$ cat config.mk
export PLATFORM = sky130hd
export DESIGN_NAME = seven_seg_scan_mux
export DESIGN_NICKNAME = d
export VERILOG_FILES = /design/src/rtl/seven_seg_scan_mux.sv
export SDC_FILE = /design/constraint.sdc
export NUM_CORES = 1
export LEC_CHECK = 0
export BUFFER_PORTS_ARGS = -buffer_cell sky130_fd_sc_hd__buf_2
export CAP_MARGIN = 20
export CELL_PAD_IN_SITES_DETAIL_PLACEMENT = 1
export CELL_PAD_IN_SITES_GLOBAL_PLACEMENT = 2
export CORE_MARGIN = 8
export CORE_UTILIZATION = 30
export DETAILED_ROUTE_END_ITERATION = 12
export HOLD_SLACK_MARGIN = 0.05
export PLACE_DENSITY_LB_ADDON = 0.08
export SYNTH_ARGS = -nofsm -noshare
export SYNTH_HDL_FRONTEND = slang
export SYNTH_SLANG_ARGS = --single-unit
$ cat constraint.sdc
create_clock -name i_clk -period 5.25 [get_ports i_clk]
set_input_delay 0.525 -clock i_clk [delete_from_list [all_inputs] [get_ports i_clk]]
set_output_delay 0.525 -clock i_clk [all_outputs]
set_load 0.02 [all_outputs]
$ cat src/rtl/seven_seg_scan_mux.sv
// Time-multiplexed 7-segment display driver with frame-synchronised updates,
// dead-time anti-ghosting and optional leading-zero blanking.
module seven_seg_scan_mux #(
    parameter int NUM_DIGITS     = 4,
    parameter int CLKS_PER_DIGIT = 1000,
    parameter int DEAD_CLKS      = 2,
    parameter bit SEG_ACTIVE_LOW = 1'b1,
    parameter bit DIG_ACTIVE_LOW = 1'b1
) (
    input  logic                    i_clk,
    input  logic                    i_rst,
    input  logic [4*NUM_DIGITS-1:0] i_value,
    input  logic [NUM_DIGITS-1:0]   i_dp,
    input  logic                    i_load,
    input  logic                    i_blank,
    input  logic                    i_lzb,
    output logic [7:0]              o_seg,
    output logic [NUM_DIGITS-1:0]   o_dig,
    output logic                    o_frame
);

    localparam int DW = (CLKS_PER_DIGIT > 1) ? $clog2(CLKS_PER_DIGIT) : 1;
    localparam int IW = (NUM_DIGITS > 1) ? $clog2(NUM_DIGITS) : 1;
    localparam int VW = 4 * NUM_DIGITS;
    localparam logic [DW-1:0] DWELL_MAX = DW'(CLKS_PER_DIGIT - 1);
    localparam logic [IW-1:0] IDX_MAX   = IW'(NUM_DIGITS - 1);
    localparam logic [DW-1:0] DEAD      = DW'(DEAD_CLKS);

    logic [VW-1:0]         r_pend_val;
    logic [NUM_DIGITS-1:0] r_pend_dp;
    logic [VW-1:0]         r_disp_val;
    logic [NUM_DIGITS-1:0] r_disp_dp;
    logic [DW-1:0]         r_dwell;
    logic [IW-1:0]         r_idx;
    logic [7:0]            r_seg;
    logic [NUM_DIGITS-1:0] r_dig;
    logic                  r_frame;

    logic                  w_wrap;
    logic                  w_last;
    logic [VW-1:0]         w_src_val;
    logic [NUM_DIGITS-1:0] w_src_dp;
    logic [VW-1:0]         w_cur_val;
    logic [NUM_DIGITS-1:0] w_cur_dp;
    logic [NUM_DIGITS-1:0] w_lzmask;
    logic                  w_run;
    logic [3:0]            w_nib;
    logic                  w_dpb;
    logic                  w_lzcur;
    logic [7:0]            w_lit;
    logic [NUM_DIGITS-1:0] w_dig;

    function automatic logic [6:0] glyph(input logic [3:0] n);
        logic [6:0] g;
        unique case (n)
            4'h0: g = 7'h3F;
            4'h1: g = 7'h06;
            4'h2: g = 7'h5B;
            4'h3: g = 7'h4F;
            4'h4: g = 7'h66;
            4'h5: g = 7'h6D;
            4'h6: g = 7'h7D;
            4'h7: g = 7'h07;
            4'h8: g = 7'h7F;
            4'h9: g = 7'h6F;
            4'hA: g = 7'h77;
            4'hB: g = 7'h7C;
            4'hC: g = 7'h39;
            4'hD: g = 7'h5E;
            4'hE: g = 7'h79;
            default: g = 7'h71;
        endcase
        return g;
    endfunction

    assign w_wrap    = (r_dwell == DWELL_MAX);
    assign w_last    = w_wrap && (r_idx == IDX_MAX);
    assign w_src_val = i_load ? i_value : r_pend_val;
    assign w_src_dp  = i_load ? i_dp : r_pend_dp;
    // On the frame cycle the first slot already renders the incoming value.
    assign w_cur_val = r_frame ? w_src_val : r_disp_val;
    assign w_cur_dp  = r_frame ? w_src_dp : r_disp_dp;

    always_comb begin
        w_run    = 1'b1;
        w_lzmask = '0;
        w_nib    = 4'h0;
        w_dpb    = 1'b0;
        w_lzcur  = 1'b0;
        for (int d = NUM_DIGITS - 1; d >= 0; d--) begin
            w_run = w_run && (w_cur_val[4*d +: 4] == 4'h0) && !w_cur_dp[d];
            w_lzmask[d] = w_run && (d != 0) && i_lzb;
        end
        for (int d = 0; d < NUM_DIGITS; d++) begin
            if (IW'(d) == r_idx) begin
                w_nib   = w_cur_val[4*d +: 4];
                w_dpb   = w_cur_dp[d];
                w_lzcur = w_lzmask[d];
            end
        end
    end

    always_comb begin
        w_lit = {w_dpb, (w_lzcur ? 7'h00 : glyph(w_nib))};
        w_dig = NUM_DIGITS'(1) << r_idx;
        if (i_blank || (r_dwell < DEAD)) w_dig = '0;
        if (i_blank) w_lit = 8'h00;
    end

    always_ff @(posedge i_clk) begin
        if (i_rst) begin
            r_pend_val <= '0;
            r_pend_dp  <= '0;
            r_disp_val <= '0;
            r_disp_dp  <= '0;
            r_dwell    <= '0;
            r_idx      <= '0;
            r_seg      <= SEG_ACTIVE_LOW ? 8'hFF : 8'h00;
            r_dig      <= DIG_ACTIVE_LOW ? '1 : '0;
            r_frame    <= 1'b0;
        end else begin
            if (i_load) begin
                r_pend_val <= i_value;
                r_pend_dp  <= i_dp;
            end
            if (r_frame) begin
                r_disp_val <= w_src_val;
                r_disp_dp  <= w_src_dp;
            end
            r_dwell <= w_wrap ? '0 : r_dwell + DW'(1);
            if (w_wrap) r_idx <= (r_idx == IDX_MAX) ? '0 : r_idx + IW'(1);
            r_seg   <= SEG_ACTIVE_LOW ? ~w_lit : w_lit;
            r_dig   <= DIG_ACTIVE_LOW ? ~w_dig : w_dig;
            r_frame <= w_last;
        end
    end

    assign o_seg   = r_seg;
    assign o_dig   = r_dig;
    assign o_frame = r_frame;

endmodule

Yosys cells after proc, flatten, opt, wreduce, memory -nomap -nowiden
Memory sizes are Yosys's and may differ from the RTL's.
Index checks and enable logic that the tools add are counted.
{"block": "classes", "add_sub_neg": 2, "magnitude_cmp": 1, "eq_ne": 5, "shifts": 1, "muxes": 19, "bitwise_logic": 2, "n_reduce_logical": 18}
{"cell": "16-bit 2-to-1 mux", "count": 2}
{"cell": "4-bit 2-to-1 mux", "count": 7}
{"cell": "4-bit logical NOT", "count": 3}
{"cell": "10-bit by 1-bit adder with 10-bit output, second input constant", "count": 1}
{"cell": "10-bit == test, second input constant", "count": 1}
{"cell": "10-bit by 2-bit less-than comparator with 1-bit output, second input constant", "count": 1}
{"cell": "1-bit logical AND", "count": 9}
{"cell": "8-bit 2-to-1 mux", "count": 1}
{"cell": "8-bit inverter", "count": 1}
{"cell": "1-bit 2-to-1 mux", "count": 7}
{"cell": "7-bit 2-to-1 mux", "count": 1}
{"cell": "2-bit == test, first input constant", "count": 2}
{"cell": "4-bit inverter", "count": 1}
{"cell": "1-bit by 2-bit left shift with 4-bit output, first input constant", "count": 1}
{"cell": "1-bit logical NOT", "count": 3}
{"cell": "2-bit by 1-bit adder with 2-bit output, second input constant", "count": 1}
{"cell": "1-bit by 2-bit == test with 1-bit output, first input constant", "count": 1}
{"cell": "2-bit == test, second input constant", "count": 1}
{"cell": "2-bit logical NOT", "count": 1}
{"cell": "2-bit 2-to-1 mux", "count": 1}
{"cell": "2-bit OR reduction", "count": 1}
{"cell": "1-bit logical OR", "count": 1}
{"block": "word_totals", "reg_bits": 65, "mem_bits_ro": 112, "input_bits": 25, "out_inout_bits": 13, "elab_cells": 58, "mem_count": 1}
{"memory": "(name not given)", "words": 16, "width": 7, "rd": 1, "rd_ports_with_merged_regs": 0, "write_ports": 0, "line": "55", "source": "unique case (n)"}

Logic depth before layout (Yosys ltp)
Gate-level depths: netlist (run 1).
{"block": "depth", "ltp_word": 15, "depth_mapped": 12, "depth_no_buf": 11}

Least setup slack after synthesis (run 1)
Ideal clock, no wire load.
{"block": "synth_path", "path_type": "reg2reg", "startpoint": "register r_idx[1]", "endpoint": "register r_seg[3], in the netlist o_seg[3]", "setup_ps": 95, "arrival_ps": 2320, "required_ps": 5155, "setup_slack_ps": 2835, "path_stages_with_launch": 13, "n_path_buf": 1, "period_less_slack_ps": 2415, "path_cell_list": "dfxtp_1 -> inv_1 -> ha_1 -> clkbuf_8 -> nor2b_1 -> o21a_1 -> a221oi_1 -> a221oi_2 -> inv_1 -> ha_1 -> inv_1 -> nor2_1 -> o311ai_1"}
{"block": "synth_via", "elab_chain_cells": 9, "word_cells_on_any_way": 15, "classes_between": "eq/ne (3); mux (9); bitwise (1); reduce/logical (1); memory (1)"}
{"element": "start, declared", "line": "34", "source": "logic [IW-1:0] r_idx;"}
{"element": "start signal, assigned", "line": "131", "source": "if (w_wrap) r_idx <= (r_idx == IDX_MAX) ? '0 : r_idx + IW'(1);"}
{"element": "2-bit logical NOT", "line": "95", "source": "if (IW'(d) == r_idx) begin"}
{"element": "4-bit 2-to-1 mux (4 in series)", "line": "95"}
{"element": "memory 16 x 7 bit"}
{"element": "7-bit 2-to-1 mux (*)", "line": "104", "source": "w_lit = {w_dpb, (w_lzcur ? 7'h00 : glyph(w_nib))};"}
{"element": "8-bit 2-to-1 mux (*)", "line": "107", "source": "if (i_blank) w_lit = 8'h00;"}
{"element": "8-bit inverter (*)", "line": "132", "source": "r_seg <= SEG_ACTIVE_LOW ? ~w_lit : w_lit;"}
{"element": "end signal, assigned", "line": "118", "source": "r_seg <= SEG_ACTIVE_LOW ? 8'hFF : 8'h00;"}
{"element": "end signal, assigned", "line": "132"}
{"element": "end, declared", "line": "35", "source": "logic [7:0] r_seg;"}
Mark *: on every way between the ends. The rest lies on a longest branch, timed or not.
A chain may end at the register's enable or synchronous reset.

Worst setup path after layout (run 1)
{"block": "layout_path", "startpoint": "register r_frame, in the netlist o_frame", "endpoint": "register r_seg[3], in the netlist o_seg[3]"}
{"block": "layout_via", "elab_chain_cells": 14, "word_cells_on_any_way": 27, "classes_between": "mux (11); bitwise (1); reduce/logical (14); memory (1)"}
{"element": "start, declared", "line": "37", "source": "logic r_frame;"}
{"element": "start signal, assigned", "line": "134", "source": "r_frame <= w_last;"}
{"element": "parallel branches: the longest is 11 deep, another holds memory 16 x 7 bit"}
{"element": "7-bit 2-to-1 mux (*)", "line": "104"}
{"element": "8-bit 2-to-1 mux (*)", "line": "107"}
{"element": "8-bit inverter (*)", "line": "132"}
Every way passes the cells marked *.

==> run metrics, run 1 <==
Max-slew headroom=42.23%; die area=12990 sq um; Rows=35; final worst-path cycle share=56.56%; via count=2123; critical-path cell list=buf_4, nor2_1, a21oi_2, a221oi_1, a221oi_2, inv_1, ha_1, inv_1, nor2_1, o311ai_1; antenna viol nets, final=0; GRT Overall Usage=11.10%; Inserted Clock Buffers=9; Max Root-Sink Buffers=2; power per standard cell area=299.2 nW/um^2; Seq cells post-synth=65; Final WS setup=2.281 ns; Buf+Inv Stages, Crit Path=3; Avg WL per Cell=14.59 um; clk sink count=65; peak supply drop=116.5 uV; Initial DRC Count=83; DRC viols=0; vias in the first global route=2220; endpoints failing setup=0; Slew Limit Fails=0; Yosys top cell area share=45.20%; delay-heaviest family, CP=compound AO/OA/AOI/OAI gates; most common cell after layout, fill and taps aside=dfxtp_1; number of enable flip-flop cells after synthesis=0; Layout Nets=368; Leak=1.319 nW; synth warn=0; Port-buffer cells=37; ANT cells=0; most area-hungry cell type in the Yosys netlist=dfxtp_1; H-tree depth=3; commonest cells after routing, fill and taps aside=65 x dfxtp_1, 55 x nor2_1, 37 x buf_2; final-report hold violation count=0; post-synth cell types=55; Detail Placement HPWL=4.984 mm; number of max-cap violations=0; Most used DFF post-synth=dfxtp_1; status=completed; die width=114.0 um; clock root cell=clkbuf_8; RSZ-0062 raised after global routing=false; global route overflow=0; number of filler cells placed in the layout=1098; placed cell count=450; crit path kind=flop to flop; Tmin final=2.969 ns; Worst path slowest cell=dfxtp_1; Clock Skew=0.01289 ns; HP Class=flop to flop; syn avg cell area=9.694 sq um; post-synth net total=333; die extent in y=114.0 um; setup TNS=0 ns; CP max stage delay=0.88 ns; clk slew on worst S/H paths=0.07 ns; first-pass GRT wire length=11.41 mm; Worst-Skew Late Latency=0.34 ns; Crit. End Element=flop; Synth area leaders=dfxtp_1 45%, nor2_1 7.2%, mux2i_1 7.0%, ha_1 4.8%, nor2b_1 2.8%; largest net degree at the start of global routing=48; CP required=5.49 ns; via/cell ratio=4.556; Non-Filler Instances=466; drt first pass iters=4; synthesized area=2879 sq um; CTS tree=built; # resized after CTS=0; worst-margin pin slew=0.8654 ns; WL final=6.800 mm; initial antenna violation count=0; dpl ws=2.252 ns; post-synthesis instance total=297; startpoint types=flop; num ports=38; data arrival time of the critical path=3.21 ns; core area=9284 sq um; sequential-to-total area share from yosys stat=45.20%; Post-CTS Repair Setup Buffers=0; # hold bufs at CTS=0; Post-synth ARST share=0%; Initial Util=31.01%; share of cells above drive strength 1=22.55%; Max Fclk=336.8 MHz; Area growth syn-to-layout=14.95%; worst-path fanout max=21; GP Congestion=0.7347
==> cells in the mapped netlist, drive strengths merged, types with 3 or more instances <==
master  number
nand4        3
o221ai       4
a21oi        9
dfxtp       65
xnor2        5
inv          8
a221oi       5
mux2         5
xor2         3
or2          4
clkbuf      11
nor2b       13
nand3        6
o21ai        9
nor2        57
nand2       16
ha          11
buf          4
a211oi       3
mux2i       24
==> worst register-to-register path, delay by kind of cell, from the launching register on <==
kind,cells,cell delay [ns]
buf+inv,3,0.65
simple gates,2,0.14
compound gates,4,0.91
flops,1,0.88
fa+ha+maj,1,0.33
==> registers in the layout (all words and copies together) (netlist names) <==
name	count
o_dig	4
o_frame	1
o_seg	8
r_disp_dp	4
r_disp_val	16
r_dwell	10
r_idx	2
r_pend_dp	4
r_pend_val	16
==> worst paths after layout <==
check                           startpoint  depth (start not counted)  slack (ns)         end
worst max-delay path               o_frame                         10        2.28    o_seg[3]
worst min register to register  r_dwell[0]                          1        0.44  r_dwell[0]
worst max register to register     o_frame                         10        2.28    o_seg[3]
worst min-delay path            r_dwell[0]                          1        0.44  r_dwell[0]
==> logic make-up after synthesis <==
| family | Yosys count | synth area share, % |
|---|---|---|
| AND/OR/NAND/NOR | 112 | 18.25 |
| flip-flops | 65 | 45.20 |
| AO/OA/AOI/OAI | 49 | 12.91 |
| multiplexers | 29 | 10.95 |
| buffers and inverters | 23 | 5.476 |
| adder cells (fa/ha/maj) | 11 | 4.780 |
| XOR/XNOR | 8 | 2.434 |
==> stage by stage <==
step	hold WS [ns]	cell area, sq um	util, %	power, mW
finish	0.4398	3309	35.65	0.9903
global route	0.4467	3309	35.65	1.036
CTS	0.4423	3309	35.65	1.008
detailed placement	0.4345	3113	33.53	0.5815
global placement	0.4289	3113	33.53	0.5803
floorplan	0.4130	2879	-	0.5610
==> power by group <==
| group | switching [mW] | leakage, nW | internal, mW |
|---|---|---|---|
| clock | 0.192 | 0.0953 | 0.231 |
| sequential | 0.00431 | 0.530 | 0.507 |
| combinational | 0.0321 | 0.693 | 0.0247 |
==> final cells by class <==
type	count	area (sq um)	share of cell area, %
clock buffer	11	141.4	4.272
timing repair buffer	39	200.2	6.049
inverter	8	30.03	0.9074
tap	129	161.4	4.877
multi-input combinational	209	1420	42.91
sequential	65	1301	39.32
clock inverter	5	55.05	1.664
==> layer usage <==
metal	part of all wire, %	vias up	track usage [%]	wire, um
li1	-	1087	-	-
met1	49	998	13.79	3363
met2	45	31	17.35	3076
met3	4.2	7	2.905	285
met4	1.1	0	5.590	74
met5	0	-	0	0
No activity file was read; power rests on OpenSTA's default activity.
==> run 2, diff against run 1 <==
==> constraint.sdc (replaced) <==
create_clock -name i_clk -period 2.55 [get_ports i_clk]
set_input_delay 0.255 -clock i_clk [delete_from_list [all_inputs] [get_ports i_clk]]
set_output_delay 0.255 -clock i_clk [all_outputs]
set_load 0.02 [all_outputs]
==> run metrics, run 2 (synthesis results as in run 1) <==
final worst-path cycle share=91.72%; crit path kind=flop to flop; die area=12990 sq um; Area growth syn-to-layout=20.90%; Leak=1.420 nW; Worst-Skew Late Latency=0.34 ns; Detail Placement HPWL=5.188 mm; number of filler cells placed in the layout=1113; die extent in y=114.0 um; hold depth=3; DRC viols=0; most common cell after layout, fill and taps aside=dfxtp_1; Non-Filler Instances=480; first-pass GRT wire length=11.41 mm; register share of total power=48.2%; drt first pass iters=4; Max-slew headroom=63.63%; switch share=20.93%; final-report hold violation count=0; share of cells above drive strength 1=27.07%; Slew Limit Fails=0; commonest cells after routing, fill and taps aside=63 x dfxtp_1, 55 x nor2_1, 37 x buf_2; Crit. End Element=flop; clock root cell=clkbuf_8; vias in the first global route=2237; dpl ws=0.03900 ns; Sequential Area=1304 sq um; global route overflow=0; Avg WL per Cell=14.43 um; Final WS setup=0.2110 ns; power per standard cell area=626.8 nW/um^2; Switch Pwr=0.4566 mW; peak supply drop=235.9 uV; Max Fclk=427.5 MHz; core area=9284 sq um; Internal=1.725 mW; Inserted Clock Buffers=9; Clock power frac=46.1%; Multi-input gate area=1431 sq um; worst-margin pin slew=0.5455 ns; via count=2215; data arrival time of the critical path=2.54 ns; H-tree depth=3; antenna viol nets, final=0; num ports=38; number of max-cap violations=0; Tmin final=2.339 ns; CTS tree=built; HP Class=input pin to flop; worst-path fanout max=6; # hold bufs at CTS=0; via/cell ratio=4.615; largest net degree at the start of global routing=47; reg2reg path depth=10; clk sink count=65; placed cell count=463; Port-buffer cells=37; WL final=6.928 mm; Clock Skew=0.01462 ns; reg2reg setup slack=0.21 ns; Layout Nets=383; startpoint types=flop; endpoints failing setup=0; Max Root-Sink Buffers=2; ANT cells=0; die width=114.0 um; initial antenna violation count=0; CP required=2.75 ns; Initial Util=31.01%; GRT Overall Usage=11.20%; Initial DRC Count=52; Rows=35; GP Congestion=0.7545; status=completed; clk slew on worst S/H paths=0.08 ns; combinational share of power=5.6%; Regs by FF count=r_disp_val: 16 flops, r_pend_val: 16 flops, r_dwell: 10 flops
## run 2: worst max-delay path: stages (launching register included)
cell and delay [ns]:
dfxtp_2 0.37, inv_1 0.07, ha_1 0.23, or2_2 0.36, a211oi_1 0.20, buf_4 0.15
a221o_2 0.17, inv_1 0.08, ha_1 0.23, o211ai_1 0.23, o311ai_2 0.13
## run 2: worst paths after layout
kind                    endpoint        start
setup / recovery        o_seg[3]     r_idx[0]
hold / removal    r_pend_val[10]  i_value[10]
setup reg to reg        o_seg[3]     r_idx[0]
hold reg to reg       r_dwell[0]   r_dwell[0]
## run 2: final cells by class
type,count,share of cell area [%]
clock inverter,2,1.725
sequential,65,37.46
timing repair buffer,54,9.346
inverter,8,0.8627
clock buffer,13,4.853
tap,129,4.637
multi-input combinational,209,41.12
## run 2: what timing repair did
item                                    CTS  global route
resized for setup                         0             5
endpoints found under the hold margin     0             0
setup buffers                             0             2
endpoints found under the setup margin    0             7
## run 2: per-stage QoR
stage	power (mW)	hold slack [ns]	utilization [%]	instance area, sq um	TNS (ns)
2_1_floorplan	1.155	0.4130	-	2879	0
4_1_cts	2.218	0.1765	37.18	3452	0
6_report	2.182	0.1834	37.49	3481	0
3_3_place_gp	1.201	0.4289	34.72	3223	0
3_5_place_dp	1.203	0.4326	34.72	3223	0
5_1_grt	2.271	0.1815	37.49	3481	-0.01140
## run 2: power by group through the flow
stage                     registers (mW)  clock network, mW  logic (mW)
after detailed placement            1.08                  0       0.127
after global routing                1.05               1.08       0.139
after CTS                           1.05               1.04       0.127
final                               1.05               1.01       0.123
after floorplan                     1.08                  0      0.0733
after global placement              1.08                  0       0.126
## run 2: routing by layer
layer / vias to the layer above / track usage [%] / share of wire, %
li1: 1121 / - / -
met1: 1052 / 13.96 / 49
met2: 34 / 17.86 / 46
met3: 8 / 2.853 / 4.0
met4: 0 / 4.791 / 1.6
met5: - / 0 / 0
